### src/rtl/conway_window_gen.sv
// conway_window_gen: streams a raster bit grid and emits zero-padded 3x3 neighbourhoods in raster order.
module conway_window_gen #(
    parameter int WIDTH  = 64,
    parameter int HEIGHT = 48,
    localparam int XW = $clog2(WIDTH),
    localparam int YW = $clog2(HEIGHT),
    localparam int CW = $clog2(WIDTH + 2)
) (
    input  logic          clk,
    input  logic          reset,
    input  logic          in_valid,
    output logic          in_ready,
    input  logic          in_bit,
    output logic          out_valid,
    input  logic          out_ready,
    output logic [2:0]    top_row,
    output logic [2:0]    middle_row,
    output logic [2:0]    bottom_row,
    output logic [XW-1:0] out_x,
    output logic [YW-1:0] out_y,
    output logic          frame_done
);
    typedef enum logic [1:0] {FILL, RUN, FLUSH} state_t;
    state_t state, state_nx;
    logic [2*WIDTH+2:0] sr, sr_nx;
    logic [CW-1:0] cnt;
    logic [XW-1:0] cx;
    logic [YW-1:0] cy;
    logic out_free, adv, load, last_x, last_y;
    logic [2:0] mask, top_nx, mid_nx, bot_nx;
    always_comb begin
        out_free = !out_valid || out_ready;
        in_ready = state == FILL || (state == RUN && out_free);
        adv      = state == FLUSH ? out_free : in_valid && in_ready;
        load     = adv && state != FILL;
        sr_nx    = {sr[2*WIDTH+1:0], state != FLUSH && in_bit};
        last_x   = cx == XW'(WIDTH - 1);
        last_y   = cy == YW'(HEIGHT - 1);
        // cx/cy name the centre being loaded by this advance
        mask     = {cx != '0, 1'b1, !last_x};
        top_nx   = cy == '0 ? 3'b000 : sr_nx[2*WIDTH+2 -: 3] & mask;
        mid_nx   = sr_nx[WIDTH+2 -: 3] & mask;
        bot_nx   = last_y ? 3'b000 : sr_nx[2:0] & mask;
        state_nx = state;
        if (adv) begin
            if (state == FILL && cnt == CW'(WIDTH))
                state_nx = RUN;
            else if (state == RUN && cx == XW'(WIDTH - 2) && cy == YW'(HEIGHT - 2))
                state_nx = FLUSH;
            else if (state == FLUSH && last_x && last_y)
                state_nx = FILL;
        end
    end
    always_ff @(posedge clk or posedge reset) begin
        if (reset) begin
            state      <= FILL;
            sr         <= '0;
            cnt        <= '0;
            cx         <= '0;
            cy         <= '0;
            out_valid  <= 1'b0;
            frame_done <= 1'b0;
            top_row    <= '0;
            middle_row <= '0;
            bottom_row <= '0;
            out_x      <= '0;
            out_y      <= '0;
        end else begin
            state      <= state_nx;
            frame_done <= out_valid && out_ready && out_x == XW'(WIDTH - 1) && out_y == YW'(HEIGHT - 1);
            cnt        <= state == FILL ? cnt + CW'(adv) : '0;
            if (adv)
                sr <= sr_nx;
            if (load) begin
                top_row    <= top_nx;
                middle_row <= mid_nx;
                bottom_row <= bot_nx;
                out_x      <= cx;
                out_y      <= cy;
                out_valid  <= 1'b1;
                cx         <= last_x ? '0 : cx + 1'b1;
                if (last_x)
                    cy <= last_y ? '0 : cy + 1'b1;
            end else if (out_ready) begin
                out_valid <= 1'b0;
            end
        end
    end
endmodule

### config.mk
export PLATFORM = sky130hd
export DESIGN_NAME = conway_window_gen
export DESIGN_NICKNAME = d
export VERILOG_FILES = /design/src/rtl/conway_window_gen.sv
export SDC_FILE = /design/constraint.sdc
export NUM_CORES = 1
export LEC_CHECK = 0
export ABC_AREA = 1
export BUFFER_PORTS_ARGS = -buffer_cell sky130_fd_sc_hd__buf_4
export CORE_ASPECT_RATIO = 1.4
export CORE_UTILIZATION = 39
export CTS_CLUSTER_DIAMETER = 40
export DETAILED_ROUTE_END_ITERATION = 12
export GPL_TIMING_DRIVEN = 0
export PLACE_DENSITY = 0.63
export SLEW_MARGIN = 30
export SYNTH_ARGS = -nofsm -noshare
export SYNTH_HDL_FRONTEND = slang
export SYNTH_SLANG_ARGS = --single-unit
### constraint.sdc
create_clock -name clk -period 5.5 [get_ports clk]
set_input_delay 0.55 -clock clk [delete_from_list [all_inputs] [get_ports clk]]
set_output_delay 0.55 -clock clk [all_outputs]
set_load 0.1 [all_outputs]
==> impl_metrics.toml, run 1 <==
[synth]
synth_fa_ha_area_frac = 0.0142
synth_top_area_cell = "dfrtp_1"
yosysUniqueCellTypes = 26
synth_area_leaders = "dfrtp_1 (62%), nand2_1 (24%), o21ai_0 (1.8%), buf_6 (1.6%), ha_1 (1.4%)"
synth_area_um2 = 7040
ys_async_sr_fraction = 1.00
synth-xor-area-share = 0.00498
yosysMostFrequentCell = "nand2_1"
synth_nets = 813
yosysSeqAreaShare = 0.619
synth_cells = 800
postSynthAreaPerCell_um2 = 8.80
synth_top_family_by_area = "simple AND/OR/NAND/NOR gates"
synth_edf_count = 0
ys_ff_latch = 174
synth_common_cells = "nand2_1 (453), dfrtp_1 (174), inv_1 (25), o21ai_0 (25), nand3_1 (20)"
synthSimpleGateAreaFrac = 0.279
yosysTopAreaCellShare = 0.619
synth_compound_area_frac = 0.0350
synth-main-ff-cell = "dfrtp_1"
synth_warnings = 0
synthMuxAreaShare = 0

[critical_path]
r2r_end = "cnt[6]$_DFF_PP0_"
cp-end-kind = "register"
cp.depth = 12
regToRegSetupSlack_ns = 3.30
cp-start-kind = "register"
ff2ff_path_depth = 12
worstSetupStartpoint = "state[1]$_DFFE_PP0P_"
path_cells = "inv_2 -> nor2_2 -> nand2_1 -> nand2_4 -> buf_2 -> ha_1 -> ha_1 -> nand2_1 -> nor3_1 -> nand2_1 -> o21ai_0 -> a21oi_1"
critical_path_buf_inv_count = 2
cp.arrival_ns = 2.51
max_stage_delay_ns = 0.43
r2r-start = "state[1]$_DFFE_PP0P_"
path_max_fanout = 10
slowest_stage = "dfrtp_1"
cp_common_cell = "nand2_1"
path_class = "reg2reg"
critical_path_required_ns = 5.80
path_delay_family = "simple AND/OR/NAND/NOR gates"

[routing]
drtAntennaViolNets = 0
route.detailed.drc = 0
vias_per_cell = 4.57
wire_per_inst_um = 11.4
drt_iter0_markers = 320
drt-total-wl_um = 12500
vias = 5013
drt_pass1_iterations = 4

[grt]
first_global_vias = 4958
grt.total_usage = 0.150
grt_max_degree = 94
grt_pass1_wl_um = 22500
gr-total-overflow = 0
grt_antenna_before_repair = 0

[cells_and_area]
final_nets = 861
layout.cells.non_filler = 1097
areaGrowthSynthToFinish_pct = 16.1
drive_gt1_frac = 0.116
n_fill_cell = 1690
diodes = 0

[die]
core_region_area_um2 = 17500
die_h_um = 161
dieArea_um2 = 18600
ios = 29
start_util = 0.403
die_w_um = 116
row_count = 57

[sta]
maxSlewViolCount = 0
post-route-period-util = 0.401
fmax_ghz = 0.454
finalSetupViolations = 0
rsz0062_at_grt = "no"
hold_violations = 0
worst_pin_slew_ns = 0.578
clock_skew_ns = 0.00894
whs_ns = 0.160
finalCriticalPeriod_ns = 2.20
slew_headroom = 0.615

[placement]
dp.cells = 1065
gp_congestion = 0.838
dp_hpwl_um = 8190
portBuffers = 28

[status]
status = "completed"

[cts]
cts_buffer_depth = 2
htreeDepth = 4
ctsHoldBuffers = 0
cts_sinks = 174
insertion_delay_ns = 0.42
cts.clk_slew.worst_paths_ns = 0.07
root_buffer = "clkbuf_16"
post_cts_buffers = 0
cts_tree = "yes"
cts_buffers = 17
post_cts_resized = 0

[power_and_ir_drop]
ir_drop_mv = 0.232
powerDensity_nw_per_um2 = 369
p_leak_nw = 4.45

[hold_path]
worstHoldPathType = "in2async"

[job]
maxCapViolCount = 0
## power breakdown
part | leakage, nW | total (mW) | switching [mW] | internal [mW]
sequential | 2.38 | 1.44 | 0.0674 | 1.38
clock | 0.289 | 1.21 | 0.514 | 0.691
combinational | 1.78 | 0.368 | 0.264 | 0.104
total | 4.45 | 3.02 | 0.846 | 2.17
## kinds of logic (layout without fill, tap and decap cells)
logic type | after synthesis | after routing
xor gates and xnor gates | 4 | 4
AOI/OAI and AO/OA | 46 | 46
adders and majority gates | 8 | 8
buffers and inverters | 62 | 123
DFF | 174 | 174
and+or+nand+nor | 506 | 506
## state kept, by name, indices dropped and copies added (netlist names)
signal / cells
out_valid: 1
top_row: 3
middle_row: 3
bottom_row: 3
frame_done: 1
out_y: 6
cy: 6
out_x: 6
state: 2
cnt: 7
sr: 130
cx: 6
## layer usage
metal | part of all wire | global-route usage
met1 | 0.48 | 0.189
met4 | 0.016 | 0.0602
met3 | 0.022 | 0.0253
met2 | 0.49 | 0.254
met5 | 0 | 0
## cell usage in the layout (no fill, tap or decap), types with 2 or more instances in the layout
cell type / count
a21oi_1: 5
buf_2: 17
buf_4: 30
buf_6: 10
bufinv_16: 2
clkbuf_1: 5
clkbuf_16: 17
clkinv_4: 4
dfrtp_1: 174
ha_1: 8
inv_1: 24
inv_2: 3
inv_6: 5
nand2_1: 453
nand2_4: 2
nand3_1: 20
nand4_1: 4
nor2_1: 19
nor3_1: 4
o21ai_0: 25
o21ai_1: 11
o21ai_2: 4
xor2_1: 3
## how the worst max path moves through the flow
stage,end
after floorplan,bottom_row[0]$_DFFE_PP0P_
after CTS,cnt[6]$_DFF_PP0_
after detailed placement,cnt[6]$_DFF_PP0_
after global routing,cnt[6]$_DFF_PP0_
after global placement,sr[110]$_DFFE_PP0N_
final,cnt[6]$_DFF_PP0_
## per-stage QoR
| stage | TNS [ns] | worst slack (ns) | area [um^2] | power [mW] | utilization |
|---|---|---|---|---|---|
| floorplan | 0 | 0.233 | 7040 | 1.75 | - |
| global placement | -302.22 | -1.75 | 7540 | 1.83 | 0.432 |
| detailed placement | 0 | 3.08 | 7580 | 1.84 | 0.434 |
| CTS | 0 | 3.29 | 8170 | 3.05 | 0.468 |
| global route | 0 | 3.07 | 8170 | 3.16 | 0.468 |
| finish | 0 | 3.30 | 8170 | 3.02 | 0.468 |
## layout make-up
type	instances	area, um^2	area share
sequential	174	4350	0.533
clock inverter	13	151	0.0185
multi-input combinational	564	2350	0.287
timing repair buffer	29	238	0.0291
clock buffer	19	443	0.0542
inverter	28	113	0.0138
tap	236	295	0.0361
buffer	34	231	0.0283
(Power assumes the default switching activity.)
==> inputs of run 2 (changes only) <==
==> constraint.sdc (replaced) <==
create_clock -name clk -period 2 [get_ports clk]
set_input_delay 0.2 -clock clk [delete_from_list [all_inputs] [get_ports clk]]
set_output_delay 0.2 -clock clk [all_outputs]
set_load 0.1 [all_outputs]
==> run 2 against run 1 <==
Compared with the run above:
- sequential power rose to 2.8 times the previous value
- routed wire length up 0.52%
- register-to-register slack got worse by 3.1 ns
- power increased to 2.8 times the previous value
- global-route usage rose by 0.077 points
- combinational power rose to 2.9 times the previous value
==> impl_metrics.toml, run 2 (same netlist as run 1, synthesis figures left out) <==
[status]
status = "completed"

[power_and_ir_drop]
pwr-share-clk = 0.397
p_leak_nw = 4.51
p_switching_mw = 2.45
ir_drop_mv = 0.619
combinationalPowerShare = 0.127
powerDensity_nw_per_um2 = 999
swShare = 0.294
intPower_mw = 5.89
seqPwrFrac = 0.476

[cts]
cts_buffers = 17
cts_tree = "yes"
root_buffer = "clkbuf_16"
insertion_delay_ns = 0.42
htreeDepth = 4
cts_sinks = 174
cts.clk_slew.worst_paths_ns = 0.07
cts_buffer_depth = 2

[die]
ios = 29
start_util = 0.403
die_h_um = 161
core_region_area_um2 = 17500
row_count = 57
die_w_um = 116
dieArea_um2 = 18600

[critical_path]
critical_path_required_ns = 2.30
r2r-start = "out_valid$_DFFE_PP0P_"
path_max_fanout = 5
slowest_stage = "dfrtp_1"
path_delay_family = "simple AND/OR/NAND/NOR gates"
cp-start-kind = "register"
max_stage_delay_ns = 0.46
r2r_end = "cnt[6]$_DFF_PP0_"
cp.arrival_ns = 2.10
cp-end-kind = "register"
critical_path_buf_inv_count = 0
regToRegSetupSlack_ns = 0.20
path_cells = "nand3_1 -> nand3_1 -> nand2_4 -> ha_1 -> ha_1 -> nand2_1 -> nor3_2 -> nand2_1 -> o21ai_0 -> a21oi_1"
path_class = "reg2reg"
ff2ff_path_depth = 10

[sta]
fmax_ghz = 0.556
clock_skew_ns = 0.00925
rsz0062_at_grt = "no"
finalCriticalPeriod_ns = 1.80
slew_headroom = 0.663
fin_ws_ns = 0.201
finalSetupViolations = 0
post-route-period-util = 0.899
worst_pin_slew_ns = 0.505
maxSlewViolCount = 0
hold_violations = 0

[cells_and_area]
layout.cells.non_filler = 1104
largest_register_ffs = 130
drive_gt1_frac = 0.128
diodes = 0
multi_input_area_um2 = 2370
final_common_cell = "nand2_1"
final_nets = 868
areaGrowthSynthToFinish_pct = 18.6
top_regs = "sr (130), cnt (7)"
layout_common_cells = "nand2_1 (453), dfrtp_1 (172), buf_4 (31)"
n_fill_cell = 1639
ff_latch_area_um2 = 4360
postLayoutCoreUtil = 0.478
top_register = "sr"

[routing]
vias = 5028
drt-total-wl_um = 12600
wire_per_inst_um = 11.4
drt_pass1_iterations = 5
route.detailed.drc = 0
drtAntennaViolNets = 0
drt_iter0_markers = 262
vias_per_cell = 4.55

[hold_path]
min_to = "frame_done$_DFF_PP0_"
min_path_cells = 3
worstHoldPathType = "in2reg"
min_from = "out_ready"

[grt]
first_global_vias = 4973
gr-total-overflow = 0
grt_antenna_before_repair = 0
grt_pass1_wl_um = 22500
grt_max_degree = 31
grt.total_usage = 0.151

[placement]
dp_hpwl_um = 8680
portBuffers = 28
gp_congestion = 0.827
place_ws_ns = -0.244
dp.cells = 1071

[job]
maxCapViolCount = 0
[run 2: cell types whose count changed in the layout (fill, tap and decap cells not counted), moves of 2 or more]
cell and delta:
buf_16 +3, dfrtp_2 +2, buf_12 +3, inv_8 +3, clkinv_4 -2, dfrtp_1 -2
clkinvlp_4 +2
[run 2: how the worst max path moves through the flow]
stage	start	endpoint	slack [ns]	cells past startpoint
6_report	out_valid$_DFFE_PP0P_	cnt[6]$_DFF_PP0_	0.20	10
3_3_place_gp	reset	sr[109]$_DFFE_PP0N_	-1.51	2
4_1_cts	state[0]$_DFFE_PP0P_	cnt[6]$_DFF_PP0_	0.10	10
2_1_floorplan	reset	bottom_row[0]$_DFFE_PP0P_	-0.42	1
3_5_place_dp	state[0]$_DFFE_PP0P_	cnt[6]$_DFF_PP0_	-0.24	11
5_1_grt	out_valid$_DFFE_PP0P_	cnt[6]$_DFF_PP0_	0.0003	10
[run 2: metrics by stage]
step                      instance area [um^2]  TNS [ns]  total power, mW  hold WS, ns
after floorplan                           7060    -75.36             4.81        0.334
after global placement                    7560   -262.65             5.04        0.454
after detailed placement                  7730    -0.269             5.10        0.275
after CTS                                 8340         0             8.43       0.0484
after global routing                      8350         0             8.71       0.0521
final                                     8350         0             8.34       0.0524
[run 2: cell type report]
class / instances / share of cell area
plain buffers: 33 / 0.0271
clock buffers: 17 / 0.0510
clock inverters: 15 / 0.0201
inverters: 28 / 0.0130
multi-input cells: 564 / 0.284
flip-flops and latches: 174 / 0.522
well taps: 236 / 0.0354
repair buffers: 37 / 0.0477
[run 2: layer usage]
layer  global-route usage  vias up  wire [um]
met5                    0        -          0
met4               0.0608        0        235
met3               0.0238       19        248
met2                0.251       67       6080
met1                0.195     2363       6020
li1                     -     2579          -
[run 2: what timing repair did]
item | CTS | global route
pin swaps | 1 | 0
gates resized for setup | 1 | 2
endpoints found under the hold margin | 15 | 0
endpoints found under the setup margin | 2 | 1
buffers inserted | 1 | 0
hold buffers | 1 | 0
[run 2: worst register-to-register path, cell delays in order (launching register included)]
cell and delay (ns):
dfrtp_1 0.46, nand3_1 0.12, nand3_1 0.11, nand2_4 0.10
ha_1 0.16, ha_1 0.19, nand2_1 0.09, nor3_2 0.15
nand2_1 0.09, o21ai_0 0.15, a21oi_1 0.05
[run 2: power by group through the flow]
stage	sequential, mW	clock [mW]	combinational, mW
floorplan	4.27	0	0.534
detailed placement	4.03	0	1.07
global placement	4.03	0	1.01
global route	4.01	3.51	1.19
CTS	3.97	3.38	1.07
finish	3.97	3.31	1.06
